`src/rtl/seg_pkg.sv`:
```
`default_nettype none
// ============================================================================
// Module  : seg_pkg
// Brief   : Shared definitions for the six-digit seven-segment scan
//           controller: FSM encoding, hex-to-segment table, digit count and
//           the all-dark output constants.
// Revision: 1.0 - initial release
// ============================================================================
package seg_pkg;

  localparam int NUM_DIGITS = 6;

  // Commons are active-low, so all ones means no digit is selected.
  localparam logic [5:0] c_com_off = 6'h3F;
  localparam logic [7:0] c_seg_off = 8'h00;

  typedef enum logic [1:0] {
    ST_OFF  = 2'd0,
    ST_SHOW = 2'd1,
    ST_GAP  = 2'd2
  } state_t;

  // Segment patterns for hex 0..F, bit0 = a .. bit6 = g.
  localparam logic [6:0] c_hex_table [16] = '{
    7'h3F, 7'h06, 7'h5B, 7'h4F, 7'h66, 7'h6D, 7'h7D, 7'h07,
    7'h7F, 7'h6F, 7'h77, 7'h7C, 7'h39, 7'h5E, 7'h79, 7'h71
  };

endpackage
`default_nettype wire

```
`src/rtl/seg_scan_ctrl_if.sv`:
```
`default_nettype none
// ============================================================================
// Module  : seg_if
// Brief   : Register-write and display-drive signals of the scan controller.
//           The master side is the bus/board, the slave side the controller.
// Revision: 1.0 - initial release
// ============================================================================
interface seg_if;
  logic       wr_en;
  logic [2:0] wr_addr;
  logic [7:0] wr_data;
  logic       enable;
  logic [7:0] seg_data;
  logic [5:0] seg_com;

  modport master (
    output wr_en, wr_addr, wr_data, enable,
    input  seg_data, seg_com
  );

  modport slave (
    input  wr_en, wr_addr, wr_data, enable,
    output seg_data, seg_com
  );
endinterface
`default_nettype wire

```
`src/rtl/seg_scan_ctrl_hex_decode.sv`:
```
`default_nettype none
// ============================================================================
// Module  : seg_hex_decode
// Brief   : Combinational 4-bit hex to 7-segment (active-high) lookup.
// Revision: 1.0 - initial release
// ============================================================================
module seg_hex_decode (
  input  logic [3:0] i_hex,
  output logic [6:0] o_seg
);
  import seg_pkg::*;

  assign o_seg = c_hex_table[i_hex];
endmodule
`default_nettype wire

```
`src/rtl/seg_scan_ctrl.sv`:
```
`default_nettype none
// ============================================================================
// Module  : seg_scan_ctrl
// Brief   : Six-digit multiplexed seven-segment scan controller. Digits are
//           written through a small register file and shown one at a time
//           for SCAN_DIV cycles each.
//           Optional macro SEG_GHOST_BLANK_EN inserts BLANK_CYC dark cycles
//           between digits to suppress ghosting.
// Revision: 1.0 - initial release
// ============================================================================
module seg_scan_ctrl #(
  parameter int SCAN_DIV  = 5000,
  parameter int BLANK_CYC = 50
) (
  input  logic  clk,
  input  logic  rst,
  seg_if.slave  bus
);
  import seg_pkg::*;

  if (SCAN_DIV < 2 || SCAN_DIV > 65535 || BLANK_CYC < 1 || BLANK_CYC > 255) begin : g_bad_cfg
    $error("seg_scan_ctrl: SCAN_DIV or BLANK_CYC out of range");
  end

  state_t      r_state;
  logic [2:0]  r_idx;
  logic [15:0] r_presc;
`ifdef SEG_GHOST_BLANK_EN
  logic [7:0]  r_gap;
`endif
  logic [5:0]  r_digit [NUM_DIGITS];
  logic [5:0]  r_seg_com;
  logic [7:0]  r_seg_data;

  logic        w_wr_hit;
  logic [2:0]  w_idx_inc;
  logic [2:0]  w_load_idx;
  logic [5:0]  w_load_digit;
  logic [6:0]  w_load_seg;
  logic [5:0]  w_load_com;
  logic [7:0]  w_load_data;
  logic [1:0]  w_unused_wr_data;

  assign w_unused_wr_data = bus.wr_data[7:6];
  assign w_wr_hit         = bus.wr_en && (bus.wr_addr < 3'(NUM_DIGITS));

  // The digit about to be loaded: digit 0 when leaving OFF, otherwise the
  // next digit in rotation. Read before any same-edge write lands.
  assign w_idx_inc    = (r_idx == 3'(NUM_DIGITS - 1)) ? 3'd0 : r_idx + 3'd1;
  assign w_load_idx   = (r_state == ST_OFF) ? 3'd0 : w_idx_inc;
  assign w_load_digit = r_digit[w_load_idx];

  seg_hex_decode u_hex_decode (
    .i_hex (w_load_digit[3:0]),
    .o_seg (w_load_seg)
  );

  // A disabled digit keeps the whole slot dark.
  assign w_load_com  = w_load_digit[5] ? ~(6'd1 << w_load_idx) : c_com_off;
  assign w_load_data = w_load_digit[5] ? {w_load_digit[4], w_load_seg} : c_seg_off;

  // Digit register file, writable in every scan state.
  always_ff @(posedge clk or posedge rst) begin
    if (rst) begin
      for (int i = 0; i < NUM_DIGITS; i++) begin
        r_digit[i] <= '0;
      end
    end else if (w_wr_hit) begin
      r_digit[bus.wr_addr] <= bus.wr_data[5:0];
    end
  end

  // Scan FSM; outputs are loaded together with the state they belong to.
  always_ff @(posedge clk or posedge rst) begin
    if (rst) begin
      r_state    <= ST_OFF;
      r_idx      <= '0;
      r_presc    <= '0;
`ifdef SEG_GHOST_BLANK_EN
      r_gap      <= '0;
`endif
      r_seg_com  <= c_com_off;
      r_seg_data <= c_seg_off;
    end else if (!bus.enable) begin
      r_state    <= ST_OFF;
      r_idx      <= '0;
      r_presc    <= '0;
`ifdef SEG_GHOST_BLANK_EN
      r_gap      <= '0;
`endif
      r_seg_com  <= c_com_off;
      r_seg_data <= c_seg_off;
    end else begin
      case (r_state)
        ST_OFF: begin
          r_state    <= ST_SHOW;
          r_idx      <= w_load_idx;
          r_presc    <= '0;
          r_seg_com  <= w_load_com;
          r_seg_data <= w_load_data;
        end
        ST_SHOW: begin
          if (r_presc == 16'(SCAN_DIV - 1)) begin
            r_presc    <= '0;
`ifdef SEG_GHOST_BLANK_EN
            r_state    <= ST_GAP;
            r_gap      <= '0;
            r_seg_com  <= c_com_off;
            r_seg_data <= c_seg_off;
`else
            r_idx      <= w_load_idx;
            r_seg_com  <= w_load_com;
            r_seg_data <= w_load_data;
`endif
          end else begin
            r_presc <= r_presc + 16'd1;
          end
        end
`ifdef SEG_GHOST_BLANK_EN
        ST_GAP: begin
          if (r_gap == 8'(BLANK_CYC - 1)) begin
            r_state    <= ST_SHOW;
            r_gap      <= '0;
            r_idx      <= w_load_idx;
            r_presc    <= '0;
            r_seg_com  <= w_load_com;
            r_seg_data <= w_load_data;
          end else begin
            r_gap <= r_gap + 8'd1;
          end
        end
`endif
        default: begin
          r_state    <= ST_OFF;
          r_idx      <= '0;
          r_presc    <= '0;
          r_seg_com  <= c_com_off;
          r_seg_data <= c_seg_off;
        end
      endcase
    end
  end

  assign bus.seg_com  = r_seg_com;
  assign bus.seg_data = r_seg_data;

endmodule
`default_nettype wire

```
`src/flat_wrapper.sv`:
```
// flat-port wrapper written by rule: the top's interface ports become plain ports
module seg_scan_ctrl_flat import seg_pkg::*;
#(
  parameter int SCAN_DIV  = 5000,
  parameter int BLANK_CYC = 50
)
  (clk, rst, bus_wr_en, bus_wr_addr, bus_wr_data, bus_enable, bus_seg_data, bus_seg_com);
  seg_if bus_i ();
  input  logic clk;
  input  logic rst;
  input wire logic [$bits(bus_i.wr_en)-1:0] bus_wr_en;
  input wire logic [$bits(bus_i.wr_addr)-1:0] bus_wr_addr;
  input wire logic [$bits(bus_i.wr_data)-1:0] bus_wr_data;
  input wire logic [$bits(bus_i.enable)-1:0] bus_enable;
  output wire logic [$bits(bus_i.seg_data)-1:0] bus_seg_data;
  output wire logic [$bits(bus_i.seg_com)-1:0] bus_seg_com;
  assign bus_i.wr_en = bus_wr_en;
  assign bus_i.wr_addr = bus_wr_addr;
  assign bus_i.wr_data = bus_wr_data;
  assign bus_i.enable = bus_enable;
  assign bus_seg_data = bus_i.seg_data;
  assign bus_seg_com = bus_i.seg_com;
  seg_scan_ctrl #(.SCAN_DIV(SCAN_DIV), .BLANK_CYC(BLANK_CYC)) u_core (.clk(clk), .rst(rst), .bus(bus_i));
endmodule
```
`config.mk`:
```
export PLATFORM = sky130hd
export DESIGN_NAME = seg_scan_ctrl_flat
export DESIGN_NICKNAME = d
export VERILOG_FILES = /design/src/rtl/seg_pkg.sv /design/src/rtl/seg_scan_ctrl_if.sv /design/src/rtl/seg_scan_ctrl_hex_decode.sv /design/src/rtl/seg_scan_ctrl.sv /design/src/flat_wrapper.sv
export SDC_FILE = /design/constraint.sdc
export NUM_CORES = 1
export LEC_CHECK = 0
export BUFFER_PORTS_ARGS = -buffer_cell sky130_fd_sc_hd__clkbuf_2
export CELL_PAD_IN_SITES_DETAIL_PLACEMENT = 0
export CELL_PAD_IN_SITES_GLOBAL_PLACEMENT = 1
export CORE_MARGIN = 2
export CORE_UTILIZATION = 40
export CTS_CLUSTER_SIZE = 12
export DETAILED_ROUTE_END_ITERATION = 12
export HOLD_SLACK_MARGIN = 0.02
export PLACE_DENSITY = 0.74
export SYNTH_ARGS = -nofsm -noshare
export SYNTH_HDL_FRONTEND = slang
export SYNTH_SLANG_ARGS = --single-unit
```
`constraint.sdc`:
```
create_clock -name clk -period 2.35 [get_ports clk]
set_input_delay 0 -clock clk [delete_from_list [all_inputs] [get_ports clk]]
set_output_delay 0 -clock clk [all_outputs]
set_load 0.1 [all_outputs]
```
==> metrics <==
status=completed; post-route ant nets=0; pwr dens=a little under 800 nW/um2; #FFs+latches synth=70; Lkg Pwr=between 1.5 and 2 nW; CP max FO=12; EDFF count, synth=0; Synth Warn #=0; n_diodes=0; Post-Route WL=8048 um; Hold WS=0.1906 ns; Yosys top cell by area=dfrtp_1; startpoint class of the critical path=flip-flop; Tot GR Track Use=17.16%; DRC=0; starting DRC count in detailed routing=104; fillers=roughly 830; CTS tree=done; largest net degree at the start of global routing=38; clk sink count=70; Worst path slowest cell=dfrtp_2; top achievable clock speed=466.9 MHz; Yosys cell types=66; critical path arrival=2.37 ns; Routed WL per cell=approximately 16 um; synthesis-to-layout area growth=18.45%; Synth Cell Area=3676 um2; Least-Margin Pin Slew=approximately 0.82 ns; Pre-antenna DRT Iters=4; die width=99.87 um; initial antenna violation count=0; top cells by count, synth=dfrtp_1 (64), mux2_2 (35), nor2_1 (28); sum of negative setup slack=0 ns; CP Class=reg2reg; Buffers on Ports=26; share of post-route cells with drive strength above 1=31.04%; Clock Latency Late Sink=0.35 ns; clk root buf=clkbuf_8; crit-path cells=o21bai_1 > a221oi_1 > a22oi_1 > buf_4 > inv_1 > ha_1 > o2111a_1 > a31oi_1 > nand4_1 > nand3_1; CP required=2.58 ns; fin crit share=91.14%; Synth Flop Type=dfrtp_1; CTS buffer count=9; routability congestion estimate=0.8890; Slowest Stage Delay on Critical Path=0.48 ns; Layout Nets=410; synthesized instance count=between 300 and 400; Max Clock Skew=between 0.01 and 0.015 ns; minimum clock period=2.142 ns; clock tree buffer depth=2; syn_nets=360; first-pass GRT wire length=13540 um; Async SR Flop Fraction=100.0%; hpwl dp=5743 um; Worst IR Drop VDD=423.0 uV; max_cap viols=0; class of the worst hold path=in2reg; vias in the first global route=between 2000 and 3000; total number of vias=2757; Post-CTS Setup Bufs=0; Clk pin slew, worst setup/hold paths=0.08 ns; Final Slew Violations=0; row cnt=34; I/O Pins=29; Final setup viols=0; Avg Cell Area, Syn=10.88 um2; slew margin rel.=between 40% and 50%; most common cell in the netlist=dfrtp_1; synth top area cells=dfrtp_1 (44%), mux2_2 (11%), dfstp_2 (4.3%); CP endpoint kind=flip-flop; Yosys top cell area share=43.57%; Die Height=99.87 um; CTS H-tree lvls=3; final hold viol count=0; initial core utilization=a little over two fifths; grt ovf=0; Die Area=9973 um2; register area share after synthesis=47.86%; routed vias/inst=5.503; Core ar.=8806 um2
==> layout make-up <==
class	count	area, um2	share of cell area [%]
Sequential cell	70	1762	40.46
Multi-Input combinational cell	242	1778	40.83
Inverter	10	37.54	0.8621
Clock inverter	6	133.9	3.075
Tap cell	108	135.1	3.103
Timing Repair Buffer	55	380.4	8.736
Clock buffer	10	127.6	2.931
==> cells by family (layout without fill, tap and decap cells) <==
group / Yosys count / in the layout / share of synthesized area (%)
compound gates: 76 / 76 / 15.69
flops: 70 / 70 / 47.86
mux: 38 / 38 / 11.57
simple gates: 109 / 109 / 15.86
buf+inv: 26 / 81 / 3.778
xor+xnor: 12 / 12 / 2.859
fa+ha+maj: 7 / 7 / 2.382
==> where the power goes <==
part	total (mW)	switching, mW	leakage [nW]	internal [mW]
registers	1.45	0.0866	0.876	1.36
logic	0.676	0.399	0.870	0.277
clock network	1.28	0.468	0.130	0.813
total	3.41	0.954	1.88	2.45
==> worst paths after layout <==
kind	startpoint	endpoint	slack, ns	cells past startpoint
worst max-delay path	u_core.r_idx[2]	u_core.bus.seg_data[3]	0.21	10
worst min-delay path	bus_wr_addr[2]	u_core.r_digit[33]	0.19	3
worst max register to register	u_core.r_idx[2]	u_core.bus.seg_data[3]	0.21	10
worst min register to register	u_core.bus.seg_data[4]	u_core.bus.seg_data[4]	0.49	2
max in group asynchronous	rst	u_core.bus.seg_com[4]	1.31	4
min in group asynchronous	rst	u_core.r_presc[8]	0.33	3
==> through the flow <==
step	instances	instance area, um2	power [mW]	setup WS (ns)	utilization, %
final	501	4354	3.406	0.2082	49.45
after floorplan	338	3676	1.956	0.2099	-
after detailed placement	477	4010	2.139	0.1604	45.54
after CTS	501	4352	3.435	0.1593	49.42
after global routing	501	4354	3.559	-0.001033	49.45
after global placement	477	4010	2.123	0.2219	45.54
==> sequential cells by signal, indices dropped and copies added, names as in the netlist <==
| register | cells |
|---|---|
| u_core.r_digit | 36 |
| u_core.r_presc | 16 |
| u_core.bus.seg_data | 8 |
| u_core.bus.seg_com | 6 |
| u_core.r_idx | 3 |
| u_core.r_state | 1 |
==> what timing repair did <==
action,4_1_cts,5_1_grt
resized for setup,0,2
hold buffers,8,0
endpoints found under the setup margin,0,1
hold endpoints to repair,66,0
==> metal layers <==
metal / wire length (um) / vias to the layer above / track usage, % / part of all wire (%)
li1: - / 1331 / - / -
met1: 3861 / 1373 / 23.15 / 48
met2: 3766 / 42 / 27.70 / 47
met3: 296 / 11 / 3.900 / 3.7
met4: 123 / 0 / 5.269 / 1.5
met5: 0 / - / 0 / 0
==> worst max-delay path: cells and delay by family (launching register included) <==
family,cells,cell delay [ns]
buffers and inverters,2,0.31
AND/OR/NAND/NOR,2,0.18
AO/OA/AOI/OAI,5,0.83
adder cells (fa/ha/maj),1,0.23
flip-flops,1,0.48
==> layout by cell type, fill, tap and decap left out, types with 3 or more instances in the layout <==
master,Yosys,layout
nor2b_1,6,6
buf_4,4,20
xnor2_1,6,6
dlygate4sd3_1,0,8
nor3_1,5,5
o21ai_0,10,10
nand3_1,17,17
o21ai_1,12,12
bufinv_16,0,4
a21oi_1,12,12
ha_1,7,7
o32a_1,3,3
nand2_1,21,21
dfrtp_1,64,62
dfstp_2,6,6
nor3b_1,3,3
clkbuf_8,0,9
a221oi_1,3,3
mux2_2,35,35
nand4_1,3,3
nor2_1,28,28
inv_1,10,9
o31ai_1,3,3
clkbuf_2,0,26
and3_1,4,4
xor2_1,6,6
nand2b_1,5,5
Note: power is estimated with default switching activity, not from simulation.
